File: config.mk
export PLATFORM = sky130hd
export DESIGN_NAME = mem_stage
export DESIGN_NICKNAME = d
export VERILOG_FILES = /design/src/rtl/mem_stage_pkg.sv /design/src/rtl/dcache_array.sv /design/src/rtl/mem_stage.sv
export SDC_FILE = /design/constraint.sdc
export NUM_CORES = 2
export LEC_CHECK = 0
export CORE_MARGIN = 5
export CORE_UTILIZATION = 59
export CTS_BUF_LIST = sky130_fd_sc_hd__clkbuf_8
export DETAILED_ROUTE_END_ITERATION = 6
export DONT_BUFFER_PORTS = 1
export GPL_ROUTABILITY_DRIVEN = 1
export PLACE_DENSITY = 0.79
export SLEW_MARGIN = 20
export SYNTH_ARGS = -nofsm -noshare
export SYNTH_HDL_FRONTEND = slang
export SYNTH_SLANG_ARGS = --single-unit
File: constraint.sdc
create_clock -name clock -period 4.6 [get_ports clock]
set_input_delay 0.23 -clock clock [delete_from_list [all_inputs] [get_ports clock]]
set_output_delay 0.23 -clock clock [all_outputs]
set_load 0.01 [all_outputs]
File: src/rtl/mem_stage_pkg.sv
// Shared types and geometry helpers for the memory stage and its data cache.
package mem_stage_pkg;

    typedef enum logic [1:0] {
        IDLE,
        REFILL,
        WRITE,
        DONE
    } state_t;

    localparam int WORDS    = 4;
    localparam int OFFSET_W = 2;

    function automatic int index_w(input int lines);
        return $clog2(lines);
    endfunction

    // Upper address bits left after index, word offset and byte offset.
    function automatic int tag_w(input int lines);
        return 32 - index_w(lines) - OFFSET_W - 2;
    endfunction

endpackage

File: src/rtl/dcache_array.sv
// Direct-mapped tag/valid/data storage: one asynchronous read port and one word write port
// that can also install a tag and set the valid bit.
module dcache_array
    import mem_stage_pkg::*;
#(
    parameter int LINES = 16
) (
    input  logic                          clock,
    input  logic                          reset,
    input  logic [index_w(LINES)-1:0]     rd_index,
    output logic [tag_w(LINES)-1:0]       rd_tag,
    output logic                          rd_valid,
    output logic [WORDS-1:0][31:0]        rd_data,
    input  logic                          wr_en,
    input  logic [index_w(LINES)-1:0]     wr_index,
    input  logic [OFFSET_W-1:0]           wr_offset,
    input  logic [31:0]                   wr_data,
    input  logic                          fill_en,
    input  logic [tag_w(LINES)-1:0]       fill_tag
);

    localparam int TAG_W = tag_w(LINES);

    logic [LINES-1:0] valid_reg;
    logic [TAG_W-1:0] tag_mem [LINES];

    always_ff @(posedge clock or negedge reset) begin
        if (!reset) begin
            valid_reg <= '0;
        end else if (fill_en) begin
            valid_reg[wr_index] <= 1'b1;
        end
    end

    always_ff @(posedge clock) begin
        if (fill_en) begin
            tag_mem[wr_index] <= fill_tag;
        end
    end

    assign rd_tag   = tag_mem[rd_index];
    assign rd_valid = valid_reg[rd_index];

    // One bank per word position so a single word can be written per cycle.
    generate
        for (genvar gi = 0; gi < WORDS; gi++) begin : g_bank
            logic [31:0] bank [LINES];

            always_ff @(posedge clock) begin
                if (wr_en && wr_offset == OFFSET_W'(gi)) begin
                    bank[wr_index] <= wr_data;
                end
            end

            assign rd_data[gi] = bank[rd_index];
        end
    endgenerate

endmodule

File: src/rtl/mem_stage.sv
// Memory stage with a direct-mapped, write-through, no-write-allocate data cache.
// Optional macro DCACHE_STATS_EN adds hit_count / miss_count outputs.
module mem_stage
    import mem_stage_pkg::*;
#(
    parameter int LINES = 16
) (
    input  logic        clock,
    input  logic        reset,
    input  logic        icache_stall,
    input  logic [31:0] ac_pc,
    input  logic [4:0]  ac_write_sel,
    input  logic        ac_is_load,
    input  logic        ac_is_store,
    input  logic        ac_is_wb,
    input  logic [31:0] ALU_result,
    input  logic [31:0] ac_data2,
    output logic        mem_req,
    output logic        mem_we,
    output logic [31:0] mem_addr,
    output logic [31:0] mem_wdata,
    input  logic [31:0] mem_rdata,
    input  logic        mem_ack,
    output logic        dcache_stall,
    output logic [31:0] cw_pc,
    output logic [4:0]  cw_write_sel,
    output logic        cw_is_wb,
`ifdef DCACHE_STATS_EN
    output logic [31:0] hit_count,
    output logic [31:0] miss_count,
`endif
    output logic [31:0] cw_result
);

    localparam int IDX_W = index_w(LINES);
    localparam int TAG_W = tag_w(LINES);

    state_t              state_reg, state_next;
    logic [OFFSET_W-1:0] count_reg, count_next;

    logic [TAG_W-1:0]      addr_tag;
    logic [IDX_W-1:0]      addr_index;
    logic [OFFSET_W-1:0]   addr_offset;
    logic [TAG_W-1:0]      rd_tag;
    logic                  rd_valid;
    logic [WORDS-1:0][31:0] rd_data;
    logic                  hit;
    logic                  wr_en, fill_en, advance;

    assign addr_tag    = ALU_result[31:32-TAG_W];
    assign addr_index  = ALU_result[IDX_W+3:4];
    assign addr_offset = ALU_result[3:2];
    assign hit         = rd_valid && (rd_tag == addr_tag);

    dcache_array #(.LINES(LINES)) u_array (
        .clock    (clock),
        .reset    (reset),
        .rd_index (addr_index),
        .rd_tag   (rd_tag),
        .rd_valid (rd_valid),
        .rd_data  (rd_data),
        .wr_en    (wr_en),
        .wr_index (addr_index),
        .wr_offset(state_reg == REFILL ? count_reg : addr_offset),
        .wr_data  (state_reg == REFILL ? mem_rdata : ac_data2),
        .fill_en  (fill_en),
        .fill_tag (addr_tag)
    );

    always_ff @(posedge clock or negedge reset) begin
        if (!reset) begin
            state_reg <= IDLE;
            count_reg <= '0;
        end else begin
            state_reg <= state_next;
            count_reg <= count_next;
        end
    end

    always_comb begin
        state_next   = state_reg;
        count_next   = count_reg;
        dcache_stall = 1'b0;
        mem_req      = 1'b0;
        mem_we       = 1'b0;
        mem_addr     = '0;
        mem_wdata    = '0;
        wr_en        = 1'b0;
        fill_en      = 1'b0;
        case (state_reg)
            IDLE: begin
                if (ac_is_load) begin
                    if (!hit) begin
                        dcache_stall = 1'b1;
                        state_next   = REFILL;
                        count_next   = '0;
                    end
                end else if (ac_is_store) begin
                    dcache_stall = 1'b1;
                    state_next   = WRITE;
                end
            end
            REFILL: begin
                dcache_stall = 1'b1;
                mem_req      = 1'b1;
                mem_addr     = {addr_tag, addr_index, count_reg, 2'b00};
                if (mem_ack) begin
                    wr_en      = 1'b1;
                    count_next = count_reg + 2'd1;
                    if (count_reg == 2'd3) begin
                        fill_en    = 1'b1;
                        state_next = IDLE;
                    end
                end
            end
            WRITE: begin
                dcache_stall = 1'b1;
                mem_req      = 1'b1;
                mem_we       = 1'b1;
                mem_addr     = {ALU_result[31:2], 2'b00};
                mem_wdata    = ac_data2;
                if (mem_ack) begin
                    wr_en      = hit;
                    state_next = DONE;
                end
            end
            DONE: begin
                // The retired store must not restart WRITE, so wait until the front end moves.
                if (!icache_stall) begin
                    state_next = IDLE;
                end
            end
            default: state_next = IDLE;
        endcase
    end

    assign advance = !dcache_stall && !icache_stall;

    always_ff @(posedge clock or negedge reset) begin
        if (!reset) begin
            cw_pc        <= '0;
            cw_write_sel <= '0;
            cw_is_wb     <= 1'b0;
            cw_result    <= '0;
        end else if (advance) begin
            cw_pc        <= ac_pc;
            cw_write_sel <= ac_write_sel;
            cw_is_wb     <= ac_is_wb;
            cw_result    <= ac_is_load ? rd_data[addr_offset] : ALU_result;
        end
    end

`ifdef DCACHE_STATS_EN
    always_ff @(posedge clock or negedge reset) begin
        if (!reset) begin
            hit_count  <= '0;
            miss_count <= '0;
        end else if (state_reg == IDLE && ac_is_load) begin
            if (hit && !icache_stall) begin
                hit_count <= hit_count + 32'd1;
            end else if (!hit) begin
                miss_count <= miss_count + 32'd1;
            end
        end
    end
`endif

endmodule

==> results.yml <==
status:
  status: "finished, violations left"
  violations: "max-slew violations"
finish:
  largest_reg_flops: 2048
  nFillCells: 9746
  fin_nets: 5006
  top_regs: "u_array.g_bank.bank x2048, u_array.tag_mem x384"
  fin_area_sq_um: 112000
  final_cells: 7358
  area_growth_pct: 13.2
  multi_input_area_sq_um: 23100
  top_register: "u_array.g_bank.bank"
  final-seq-area_sq_um: 75300
  drive_above_1_share: 0.310
placed_design:
  dpl.cell_count: 6448
  dp_hpwl_um: 148000
  place_congestion: 0.909
  placedInstanceArea_sq_um: 103000
  io_buffers: 0
timing:
  hold_violations: 0
  finClkSkew_ps: 132
  max_freq_mhz: 220
  tightest_slew_ps: 1520
  slew_headroom: -0.0144
  fin_crit_ps: 4550
  finalSetupViolCount: 0
  fin_setup_tns_ps: 0
  rsz0062_at_grt: "false"
  drv_slew: 69
  min_period_over_period: 0.990
synthesis:
  yosysMostFrequentCell: "edfxtp_1"
  yosys_warnings: 0
  netlist_top_cells_count: "edfxtp_1 (2432), mux4_2 (710), mux2i_1 (143)"
  synth_cells: 4314
  avgSynthCellArea_sq_um: 23.0
  async_flop_share: 0.0357
  ys_dominant_reg_cell: "edfxtp_1"
  synth-seq-cells: 2522
  synthDistinctLibCells: 77
  yosysSeqAreaShare: 0.759
  yosysTopAreaCellShare: 0.737
  syn-cell-area_sq_um: 99100
  synth.largest_area_cell: "edfxtp_1"
  synth_edf_count: 2432
  synthTopCellsByArea: "edfxtp_1 (74%), mux4_2 (16%), dfrtp_1 (2.3%), mux2i_1 (1.4%), mux2_4 (0.82%)"
global_routing:
  antenna_found_initial: 21
  grt.total_usage: 0.298
  grt_pass1_wl_um: 368000
  grt-ovfl-total: 0
  grt_pass1_vias: 49700
  grt_start_max_net_pins: 656
setup_path:
  r2r_end: "u_array.g_bank[2].bank[1][27]"
  crit_path_max_fanout: 21
  cp.required_ps: 5270
  cp.arrival_ps: 5220
  startpoint_type: "flop"
  critical_path_class: "flop to flop"
  r2r_slack_ps: 50
  worst_r2r_path_depth: 11
  crit_path_end_kind: "flop"
  reg2reg_from: "u_array.tag_mem[6][22]"
  cp-endpoint: "u_array.g_bank[2].bank[1][27]"
  startpoint: "u_array.tag_mem[6][22]"
routing:
  drc: 0
  ant_nets: 0
  vias_per_cell: 6.86
  avgRoutedWirePerCell_um: 36.2
  firstDrtPassIters: 7
  num_vias: 50500
  wirelength_um: 266000
  initialDrtViolationCount: 8755
clock_network:
  cts.clk_slew.worst_paths_ps: 60
  clock_latency_ps: 1100
  postCtsSetupBuffers: 0
  cts_tree: "built"
  cts-root-buf: "clkbuf_8"
  cts_sinks: 2522
  clk_path_buf_depth: 4
  htree_num_levels: 5
  cts_made_buffers: 399
power_and_ir_drop:
  powerDensity_nw_per_um2: 467
  p_leak_nw: 36.4
  peakVddDrop_mv: 0.647
floorplanning:
  chipHeight_um: 420
  design.core.area_sq_um: 167000
  io_pins: 277
  initial_core_util: 0.593
  die_area_sq_um: 176000
  fp-row-count: 150
  dieWidth_um: 420
flow_run:
  max_cap_viol_count: 0
hold_path:
  hp-class: "primary input to flop"
==> cell usage in the layout (no fill, tap or decap), types with 78 or more instances in the layout <==
cell type / synthesis / routed
dlygate4sd3_1: 0 / 198
mux2i_1: 143 / 143
inv_1: 18 / 150
clkinv_1: 1 / 88
mux4_2: 710 / 710
clkbuf_8: 0 / 408
mux2_4: 54 / 78
edfxtp_1: 2432 / 2432
dfrtp_1: 90 / 90
buf_4: 31 / 132
==> where the power goes <==
group          internal, mW  leakage [nW]  total, mW  switching, mW
clock                  8.58          4.05       17.1           8.52
sequential             27.4          23.0       27.9          0.509
combinational          2.46          9.37       7.36           4.89
==> timing repair <==
item / in CTS / in global routing
resized for setup: 0 / 1
hold endpoints to repair: 1312 / 1
hold buffers: 206 / 1
endpoints found under the setup margin: 0 / 82
==> area by class of cell <==
class / count / share of cell area
antenna: 10 / 0.000223
clock buffer: 408 / 0.0500
clock inverter: 277 / 0.0119
inverter: 19 / 0.000702
multi-input combinational: 1537 / 0.206
sequential: 2522 / 0.671
tap: 2204 / 0.0246
timing repair buffer: 381 / 0.0362
==> through the flow <==
step	hold WS, ps	setup WS, ps	power (mW)	util
after global placement	-63.1	-280	34.2	0.615
after detailed placement	-62.8	96.3	34.4	0.615
after global routing	16.9	57.5	53.9	0.671
final	60.8	45.1	52.4	0.671
after CTS	0.0826	230	52.0	0.670
after floorplan	-65.6	134	32.0	-
==> routing by layer <==
metal | global-route usage | wire [um]
met1 | 0.421 | 91600
met3 | 0.0854 | 38200
met2 | 0.444 | 122000
met5 | 0 | 26
met4 | 0.128 | 14100
==> worst max-delay path: stages, from the launching register on <==
cell and delay [ps]:
edfxtp_1 400, mux4_2 490, mux2i_1 230, o21ai_0 110, nor4_1 390, a2bb2o_2 390, nor4b_2 860, buf_4 280
o21ai_4 240, buf_12 300, nor2_4 100, buf_4 300
==> how the worst min path moves through the flow <==
| stage | cells after the start | from | slack [ps] | endpoint |
|---|---|---|---|---|
| 6_report | 1 | ac_data2[1] | 60 | u_array.g_bank[1].bank[4][1] |
| 5_1_grt | 1 | ac_data2[9] | 20 | u_array.g_bank[0].bank[12][9] |
| 2_1_floorplan | 0 | reset | -70 | count_reg[0] |
| 3_3_place_gp | 0 | reset | -60 | cw_result[14] |
| 4_1_cts | 1 | ac_data2[23] | 0.08 | u_array.g_bank[0].bank[6][23] |
| 3_5_place_dp | 0 | reset | -60 | cw_result[14] |
==> cells by family (layout without fill, tap and decap cells) <==
| kind of cell | Yosys count | in the layout | synth area share |
|---|---|---|---|
| AOI/OAI and AO/OA | 183 | 183 | 0.0125 |
| xor gates and xnor gates | 26 | 26 | 0.00230 |
| adders and majority gates | 6 | 6 | 0.000757 |
| buffers and inverters | 256 | 1085 | 0.0154 |
| DFF | 2522 | 2522 | 0.759 |
| muxes | 988 | 988 | 0.193 |
| other | 1 | 12 | 0.0000378 |
| and+or+nand+nor | 332 | 332 | 0.0166 |
(Power assumes the default switching activity.)
